===== src/rtl/ff_share_sched.sv =====
// ff_share_sched: round-robin scheduler that time-shares one registered datapath stage
// among NUM_REQ requesters. It returns the sampled stage output to the winning requester
// and flags any difference between the data sent and the data received.
module ff_share_sched #(
    parameter int unsigned NUM_REQ = 4,
    parameter int unsigned WIDTH   = 8,
    parameter int unsigned LAT     = 1,
    localparam int unsigned IDW    = (NUM_REQ <= 2) ? 1 : $clog2(NUM_REQ)
) (
    input  logic                     clk,
    input  logic                     reset_n,
    input  logic [NUM_REQ-1:0]       req_valid,
    input  logic [NUM_REQ*WIDTH-1:0] req_data,
    output logic [NUM_REQ-1:0]       req_ready,
    output logic [WIDTH-1:0]         stage_d,
    input  logic [WIDTH-1:0]         stage_q,
    output logic                     rsp_valid,
    output logic [IDW-1:0]           rsp_id,
    output logic [WIDTH-1:0]         rsp_data,
    output logic                     rsp_mismatch,
    input  logic                     rsp_ready,
    output logic [15:0]              err_count
);

    typedef enum logic [1:0] {StIdle, StWait, StResp} state_e;

    state_e           state_q, state_d;
    logic [4:0]       wcnt_q, wcnt_d;        // LAT+1 is at most 16
    logic [IDW-1:0]   ptr_q, ptr_d;
    logic [WIDTH-1:0] stage_d_q, stage_d_d;
    logic [WIDTH-1:0] sent_q, sent_d;
    logic [IDW-1:0]   rsp_id_q, rsp_id_d;
    logic [WIDTH-1:0] rsp_data_q, rsp_data_d;
    logic             rsp_mismatch_q, rsp_mismatch_d;
    logic [15:0]      err_count_q, err_count_d;

    logic             grant_any;
    logic [IDW-1:0]   win;
    logic [WIDTH-1:0] win_data;

    // Round-robin search: first valid requester at or above ptr, wrapping modulo NUM_REQ.
    always_comb begin
        int unsigned idx_int;
        logic [IDW-1:0] idx;
        grant_any = 1'b0;
        win       = '0;
        idx_int   = 0;
        idx       = '0;
        for (int unsigned k = 0; k < NUM_REQ; k++) begin
            idx_int = (32'(ptr_q) + k) % NUM_REQ;
            idx     = IDW'(idx_int);
            if (!grant_any && req_valid[idx]) begin
                grant_any = 1'b1;
                win       = idx;
            end
        end
    end

    // Data lane of the current winner.
    always_comb begin
        win_data = '0;
        for (int unsigned i = 0; i < NUM_REQ; i++) begin
            if (win == IDW'(i)) begin
                win_data = req_data[i*WIDTH +: WIDTH];
            end
        end
    end

    // One-hot accept, only offered while idle so a single transaction is ever in flight.
    always_comb begin
        req_ready = '0;
        if (state_q == StIdle && grant_any) begin
            req_ready[win] = 1'b1;
        end
    end

    // Next-state logic: grant in IDLE, count out the stage latency, hold the response.
    always_comb begin
        state_d        = state_q;
        wcnt_d         = wcnt_q;
        ptr_d          = ptr_q;
        stage_d_d      = stage_d_q;
        sent_d         = sent_q;
        rsp_id_d       = rsp_id_q;
        rsp_data_d     = rsp_data_q;
        rsp_mismatch_d = rsp_mismatch_q;
        err_count_d    = err_count_q;
        unique case (state_q)
            StIdle: begin
                if (grant_any) begin
                    state_d   = StWait;
                    wcnt_d    = 5'(LAT + 1);
                    ptr_d     = (win == IDW'(NUM_REQ - 1)) ? '0 : win + IDW'(1);
                    stage_d_d = win_data;
                    sent_d    = win_data;
                    rsp_id_d  = win;
                end
            end
            StWait: begin
                if (wcnt_q == 5'd1) begin
                    state_d        = StResp;
                    rsp_data_d     = stage_q;
                    rsp_mismatch_d = (stage_q != sent_q);
                    if ((stage_q != sent_q) && (err_count_q != 16'hFFFF)) begin
                        err_count_d = err_count_q + 16'd1;
                    end
                end else begin
                    wcnt_d = wcnt_q - 5'd1;
                end
            end
            StResp: begin
                if (rsp_ready) begin
                    state_d = StIdle;
                end
            end
            default: begin
                state_d = StIdle;
            end
        endcase
    end

    // State registers; an asynchronous reset drops any in-flight transaction.
    always_ff @(posedge clk or negedge reset_n) begin
        if (!reset_n) begin
            state_q        <= StIdle;
            wcnt_q         <= '0;
            ptr_q          <= '0;
            stage_d_q      <= '0;
            sent_q         <= '0;
            rsp_id_q       <= '0;
            rsp_data_q     <= '0;
            rsp_mismatch_q <= 1'b0;
            err_count_q    <= '0;
        end else begin
            state_q        <= state_d;
            wcnt_q         <= wcnt_d;
            ptr_q          <= ptr_d;
            stage_d_q      <= stage_d_d;
            sent_q         <= sent_d;
            rsp_id_q       <= rsp_id_d;
            rsp_data_q     <= rsp_data_d;
            rsp_mismatch_q <= rsp_mismatch_d;
            err_count_q    <= err_count_d;
        end
    end

    assign stage_d      = stage_d_q;
    assign rsp_valid    = (state_q == StResp);
    assign rsp_id       = rsp_id_q;
    assign rsp_data     = rsp_data_q;
    assign rsp_mismatch = rsp_mismatch_q;
    assign err_count    = err_count_q;

endmodule


===== config.mk =====
export PLATFORM = sky130hd
export DESIGN_NAME = ff_share_sched
export DESIGN_NICKNAME = d
export VERILOG_FILES = /design/src/rtl/ff_share_sched.sv
export SDC_FILE = /design/constraint.sdc
export NUM_CORES = 1
export LEC_CHECK = 0
export BUFFER_PORTS_ARGS = -buffer_cell sky130_fd_sc_hd__buf_2
export CELL_PAD_IN_SITES_DETAIL_PLACEMENT = 1
export CELL_PAD_IN_SITES_GLOBAL_PLACEMENT = 2
export CORE_MARGIN = 3
export CORE_UTILIZATION = 25
export CTS_BUF_LIST = sky130_fd_sc_hd__clkbuf_8
export DETAILED_ROUTE_END_ITERATION = 16
export PLACE_DENSITY_LB_ADDON = 0.12
export SLEW_MARGIN = 20
export SYNTH_ARGS = -nofsm -noshare
export SYNTH_HDL_FRONTEND = slang
export SYNTH_SLANG_ARGS = --single-unit

===== constraint.sdc =====
create_clock -name clk -period 3 [get_ports clk]
set_input_delay 0.6 -clock clk [delete_from_list [all_inputs] [get_ports clk]]
set_output_delay 0.6 -clock clk [all_outputs]
set_load 0.03 [all_outputs]

# == Yosys cells after proc, flatten, opt, wreduce, memory -nomap -nowiden ==
# Index checks and enable logic that the tools add are counted.
# totals
regBits,44
in_bits,47
# op_classes
add_sub_neg,6
n_lt_le_gt_ge,6
eq_ne,12
mux,31
n_reduce_logical,17
# ops
operator,count
8-bit two-way mux,4
16-bit by 1-bit adder with 16-bit output (second input constant),1
2-bit two-way mux,8
16-bit != test (second input constant),1
2-bit by 3-bit < comparator with 1-bit output (second input constant),5
5-bit two-way mux,2
5-bit case mux with 2 select lines,1
1-bit two-way mux,9
3-bit AND reduction,3
1-bit binary-select mux with 2-bit select,4
8-bit != test,1
2-bit equality test (second input constant),3
1-bit logical AND,6
2-bit != test (second input constant),3
2-bit case mux with 3 select lines,1
5-bit by 1-bit equality test with 1-bit output (second input constant),1
5-bit by 1-bit subtractor with 5-bit output (second input constant),1
2-bit by 1-bit adder with 2-bit output (second input constant),2
2-bit adder (second input constant),2
2-bit by 1-bit equality test with 1-bit output (second input constant),2
2-bit logical NOT,2
4-bit two-way mux,1
2-bit AND reduction,2
1-bit logical NOT,3
other kinds (4),4

# == Logic depth before layout (Yosys ltp) ==
# Gate-level depths: netlist of run 1.
# depth
ltp_word,17
depth_mapped,10
ltp_nobuf,10

# == Least setup slack after synthesis of run 1 ==
# OpenSTA, ideal clock, no wires.
# synth_path
path_type,in2out
start,in req_valid[0]
end,out req_ready[3]
arrival_ns,2.293
path_slack_ns,0.107
cell_stages,7
n_path_buf,2
path_cell_list,nor2b_1 > a211o_1 > a21oi_1 > ha_1 > clkbuf_1 > clkbuf_1 > and2_1
# synth_via
elab_chain_len,17
elab_cells_between_ends,29
# synth_rtl
item,line_no,source
"start, declared",12,"input logic [NUM_REQ-1:0] req_valid,"
1-bit binary-select mux with 2-bit select,52,if (!grant_any && req_valid[idx]) begin
1-bit two-way mux (implied by the code),52,
1-bit two-way mux,52,
1-bit logical NOT,52,
1-bit logical AND,52,
1-bit two-way mux,52,
1-bit logical NOT,52,
1-bit logical AND,52,
[2 not listed],--,
1-bit logical AND,52,
2-bit two-way mux *,52,
via win[0],38,logic [IDW-1:0] win;
2-bit by 3-bit < comparator with 1-bit output (implied by the code) / 2-bit by 1-bit greater-or-equal comparator with 1-bit output (equally long branches),73,req_ready[win] = 1'b1;
1-bit logical AND (implied by the code),73,
1-bit two-way mux (implied by the code),73,
1-bit demux with 2-bit select *,73,
4-bit two-way mux *,72,if (state_q == StIdle && grant_any) begin
"end, declared",14,"output logic [NUM_REQ-1:0] req_ready,"
# The timed path passes the listed nets; every way through them passes the cells marked *. The select of a mux whose other input is x is not followed.

# == Worst setup path after layout of run 1 ==
# layout_path
start,in req_valid[0]
end,out req_ready[0]
# Same word-level chain as after synthesis.

==> results.md, run 1 <==
* Status: finished, final reports clean
* Tot Pwr at 3.01 mW
* H-tree depth at 2
* Post-Route WL at 6.73 mm
* Initial DRC count at 56
* Maximum clock insertion buffer count at 2
* Largest family of logic cells by synthesized area: simple AND/OR/NAND/NOR gates
* Hold_buf cts at 0
* Core area at 8980 sq um
* Setup Skew at 6.87 ps
* Dpl ws at 151 ps
* Post-synthesis simple-gate area fraction at 20.5%
* Die width at 103 microns
* Post-route cell area at 3100 sq um
* Ys Warns at 0
* Drt pass-1 iters at 4
* Num ports at 87
* Setup ws final at 254 ps
* Final hold vios at 0
* Logic gate share of total power at 53.1%
* Worst-path clk slew at 90 ps
* First-pass GRT wire length at 11.0 mm
* Clock group share of total power at 13.0%
* Hold slack at 270 ps
* Clock Tree Root: clkbuf_8
* Nets at 380
* Vias in the first global route at 2144
* PD cells at 971 nW/um^2
* Synth unique cells at 39
* HPWL after DPL at 5.31 mm
* Req. time, crit path at 2400 ps
* Startpoint types: input pin
* Post-synthesis compound-gate area fraction at 10.3%
* Switch Pwr at 1.40 mW
* Peak VDD IR at 474 uV
* Post-DRT Antenna Nets at 0
* Post-synth top area share at 46.4%
* Worst EP arrival at 2150 ps
* Initial antenna violation count at 0
* Tightest Pin Transition at 518 ps
* Hold Crit Class: input pin to asynchronous set/reset pin
* GRT Residual Overflow at 0
* Post-layout util at 34.5%
* Clk_lat worst skew at 290 ps
* Crit path kind: input pin to output pin
* Post-CTS Resized at 0
* Fillers at 1072
* Unrepaired setup endpoints after global routing: false
* Leakage at 1.39 nW
* Fin cells at 453
* Gpl congestion at 0.760
* Period utilization at 91.5%
* Initial Util at 26.4%
* Int Pwr at 1.61 mW
* CP Max Fanout at 5
* # rows at 34
* Peak Freq at 364 MHz
* Part of the power in registers at 33.9%
* Cells after Synth at 233
* Final setup fails at 0
* Post-Place Cells at 445
* Switching Fraction at 46.4%
* Layout cells sized above 1 at 38.2%
* DR WL/cell at 14.9 microns
* Number of synthesized flops with an enable pin at 0
* Chip height at 103 microns
* FFs w/ async S/R, synth at 100%
* Synth Cell Area at 2370 sq um
* Rel. slew slack at 65.5%
* Yosys top cell by area: dfrtp_1
* Total GRT Usage at 13.3%
* Syn Nets at 287
* Setup TNS at 0 ps
* Mux share of post-synthesis cell area at 7.12%
* TritonCTS clock tree: yes
* Post-Synth Adder-Cell Area at 3.69%
* Routed vias/inst at 4.61
* Number of buffers created by CTS at 5
* Final slew viol count at 0
* Synth-to-Final Area Change at 30.6%
* Max Cap Viol at 0
* Top cells by area, synth: dfrtp_1 (46%), mux2_2 (7.1%), xor2_1 (6.6%), a21oi_1 (4.0%), ha_1 (3.7%)
* Via count at 2087
* Clock period minus worst slack at 2750 ps
* Post-DP Area at 3000 sq um
* Primary FF master, synth: dfrtp_1
* Largest net degree at the start of global routing at 23
* Syn_area_per_cell at 10.2 sq um
* Residual DRC at 0
* Port Buffers at 86
* Yosys reg bits at 44
* Post-CTS Setup Repair Bufs at 0
* Number of antenna diodes at 0
* XOR/XNOR Fraction of Synth Area at 8.50%
* Clk sinks at 44
* Die area at 10700 sq um
* Worst Setup End Kind: output pin
* Sequential-to-total area share from yosys stat at 46.4%
-- per-layer routing --
metal	vias up	GRT usage (%)	wire length [microns]
met1	1014	17.9	3060
met2	59	20.7	3130
met5	-	0	0
li1	1010	-	-
met4	0	2.99	43
met3	4	4.36	498
-- sequential cells by signal (all words and copies together), names as in the netlist --
name          flops
rsp_data          8
rsp_mismatch      1
state_q           2
wcnt_q            5
sent_q            8
ptr_q             2
rsp_id            2
err_count        16
-- cell families (layout without fill, tap and decap cells) --
kind of cell	Yosys count	in the layout
flip-flops	44	44
buffers and inverters	19	113
multiplexers	15	15
XOR/XNOR	23	23
adder cells (fa/ha/maj)	7	7
AND/OR/NAND/NOR	87	87
AO/OA/AOI/OAI	38	38
-- worst paths after layout --
kind / start / to / slack, ps / cells after the start
max: req_valid[0] / req_ready[0] / 250 / 8
min: reset_n / rsp_id[0] / 270 / 1
max reg2reg: wcnt_q[1] / err_count[14] / 320 / 7
min reg2reg: rsp_mismatch / rsp_mismatch / 490 / 2
max in group asynchronous: reset_n / rsp_data[3] / 2140 / 2
min in group clk: rsp_mismatch / rsp_mismatch / 490 / 2
-- cell usage after synthesis (3+ instances only) --
cell type and n:
a21oi_1 19, a221oi_1 7, and2_1 4, clkbuf_1 7, dfrtp_1 44, ha_1 7, inv_1 9, mux2_2 15
nand2_1 11, nand2b_1 3, nand3_1 7, nand4_1 4, nor2_1 20, nor2b_1 11, nor3_1 14, o21ai_0 3
xnor2_1 5, xor2_1 18
-- placed cells by master (no fill, tap or decap), types with 3 or more instances in the layout --
cell	instances
inv_1	9
xnor2_1	5
o21ai_0	3
ha_1	7
mux2_2	15
nand2b_1	3
nand2_1	11
a221oi_1	7
buf_4	10
nor2b_1	11
nand3_1	7
clkbuf_8	6
xor2_1	18
dfrtp_1	44
nor2_1	20
a21oi_1	19
buf_2	86
and2_1	4
nand4_1	4
nor3_1	14
-- power by group through the flow --
stage / Combinational, mW / Clock [mW] / Sequential, mW
global route: 1.78 / 0.441 / 1.06
finish: 1.60 / 0.391 / 1.02
CTS: 1.63 / 0.411 / 1.03
floorplan: 0.789 / 0 / 1.34
detailed placement: 1.63 / 0 / 1.03
global placement: 1.61 / 0 / 1.04
-- worst max-delay path: stages --
cell and delay, ps:
buf_2 110, nor2b_1 140, a211o_1 270, a21oi_1 360, inv_1 120, ha_1 240, and2_1 140, buf_2 170
-- layout make-up --
class / instances / area, sq um / share of cell area [%]
Multi-Input combinational cell: 170 / 1210 / 38.9
Sequential cell: 44 / 1100 / 35.6
Timing Repair Buffer: 96 / 505 / 16.3
Tap cell: 126 / 158 / 5.09
Clock buffer: 6 / 82.6 / 2.67
Inverter: 9 / 33.8 / 1.09
Clock inverter: 2 / 10.0 / 0.323
(Power assumes the default switching activity.)
==> run 2, diff against run 1 <==
Clock period 3 ns to 2.73 ns, I/O delays scaled along.
==> run 2 against run 1 <==
Clock skew up 1.4 ps. Die area unchanged. Combinational power up 12%. Final cell count is 0.44% higher. Global-route usage down 0.42 points. Utilization is 0.81 points higher. Sequential share of layout area shrank 0.81 points. Critical endpoint is now err_count[14]. Largest power group unchanged.
==> results.md, run 2 (synthesis gave the netlist of run 1 again) <==
* Total GRT Usage at 12.8%
* Startpoint types: flop
* Number of antenna diodes at 0
* Nets at 382
* Gpl congestion at 0.732
* WL met3 at 532 microns
* Clock period minus worst slack at 2600 ps
* Reg-to-reg startpoint: wcnt_q[1]
* PD cells at 1080 nW/um^2
* Residual DRC at 0
* Hold Crit Class: input pin to asynchronous set/reset pin
* Fillers at 1056
* Peak Freq at 385 MHz
* Setup Skew at 8.32 ps
* Switching Fraction at 45.3%
* Most frequent cells in the layout: buf_2 (86), dfrtp_1 (44), nor2_1 (19), a21oi_1 (19), xor2_1 (18)
* Commonest non-fill, non-tap cell in the layout: buf_2
* Maximum clock insertion buffer count at 2
* Port Buffers at 86
* Clk_lat worst skew at 300 ps
* Slowest CP cell: or4b_4
* Last element of the critical path: err_count[14]
* Status: finished, final reports clean
* Worst-path clk slew at 90 ps
* Clock group share of total power at 14.7%
* Vias in the first global route at 2167
* Worst Setup End Kind: flop
* Peak VDD IR at 457 uV
* Req. time, crit path at 2920 ps
* Crit path kind: flop to flop
* Num ports at 87
* Top Metal Used: met4
* CP Max Fanout at 14
* Switch Pwr at 1.55 mW
* Logic gate share of total power at 52.5%
* HPWL after DPL at 5.34 mm
* Initial Util at 26.4%
* Max Cap Viol at 0
* Final setup fails at 0
* Layout cells sized above 1 at 39.2%
* R2R setup slack at 130 ps
* Initial antenna violation count at 0
* Int Pwr at 1.87 mW
* Met2 wire len at 3.19 mm
* Max reg flops at 16
* First-pass GRT wire length at 10.8 mm
* Worst r2r path cells at 7
* H-tree depth at 2
* GRT Residual Overflow at 0
* DR WL/cell at 14.9 microns
* TritonCTS clock tree: yes
* Crit path largest cell delay at 480 ps
* Final hold vios at 0
* Tightest Pin Transition at 478 ps
* Largest net degree at the start of global routing at 45
* Period utilization at 95.1%
* Setup TNS at 0 ps
* Chip height at 103 microns
* CP cell instances: inv_1 > ha_1 > or4b_4 > or3b_1 > a41o_4 > nor3_1 > mux2_2
* Clock Tree Root: clkbuf_8
* Worst Setup SP: wcnt_q[1]
* Post-DRT Antenna Nets at 0
* RR Endpoint: err_count[14]
* Post-Route WL at 6.80 mm
* Via count at 2049
* Number of buffers created by CTS at 5
* Unrepaired setup endpoints after global routing: false
* Clk sinks at 44
* Core area at 8980 sq um
* Final slew viol count at 0
* Worst EP arrival at 2790 ps
* Rel. slew slack at 67.8%
* Metal-1 WL at 3.03 mm
* Die width at 103 microns
* Die area at 10700 sq um
* Initial DRC count at 36
* Tot Pwr at 3.41 mW
* Part of the power in registers at 32.8%
* Routed vias/inst at 4.50
* # rows at 34
* Drt pass-1 iters at 4
* Leakage at 1.41 nW
* Synth-to-Final Area Change at 33.7%
run 2: cell count changes in the layout (fill, tap and decap cells not counted), sizes merged:
cell,delta
bufinv,+1
clkinvlp,+1
clkinv,-1
clkbuf,-1
buf,+2
run 2: what timing repair did:
action	CTS	global route
setup buffers	0	1
hold buffers	0	0
resized for setup	0	2
endpoints found under the setup margin	0	5
run 2: power groups by stage:
stage / logic, mW / clock network [mW] / registers, mW
3_3_place_gp: 1.80 / 0 / 1.14
5_1_grt: 1.99 / 0.546 / 1.16
2_1_floorplan: 0.869 / 0 / 1.47
6_report: 1.79 / 0.501 / 1.12
4_1_cts: 1.81 / 0.522 / 1.13
3_5_place_dp: 1.80 / 0 / 1.14
run 2: worst max-delay path: cells and delay by family (launching register included):
family                     cells  cell delay [ps]
adders and majority gates      1              130
DFF                            1              410
muxes                          1              350
AOI/OAI and AO/OA              1              350
and+or+nand+nor                3             1160
buffers and inverters          1               90
run 2: area by class of cell:
class	count	area, sq um	share of cell area [%]
Tap cell	126	158	4.97
Sequential cell	44	1100	34.7
Inverter	9	33.8	1.07
Timing Repair Buffer	98	546	17.2
Clock buffer	5	68.8	2.17
Clock inverter	3	42.5	1.34
Multi-Input combinational cell	170	1220	38.5
run 2: stage by stage:
step	cell area (sq um)	hold slack, ps	utilization, %	instances	worst slack (ps)
after floorplan	2370	250	-	233	96.6
after global placement	3040	465	33.8	446	73.8
after detailed placement	3040	461	33.8	446	58.6
after CTS	3150	221	35.1	454	36.1
after global routing	3170	230	35.3	455	18.3
final	3170	221	35.3	455	134
run 2: how the worst min path moves through the flow:
stage	start	to	slack [ps]
final	reset_n	err_count[10]	220
after global routing	reset_n	err_count[10]	230
after CTS	reset_n	err_count[10]	220
after detailed placement	rsp_mismatch	rsp_mismatch	460
after global placement	rsp_mismatch	rsp_mismatch	460
after floorplan	reset_n	err_count[0]	250
run 2: routing by layer:
layer,vias up,global-route usage [%]
met1,976,16.8
met4,0,2.69
met5,-,0
met3,4,4.76
met2,58,20.4
li1,1011,-
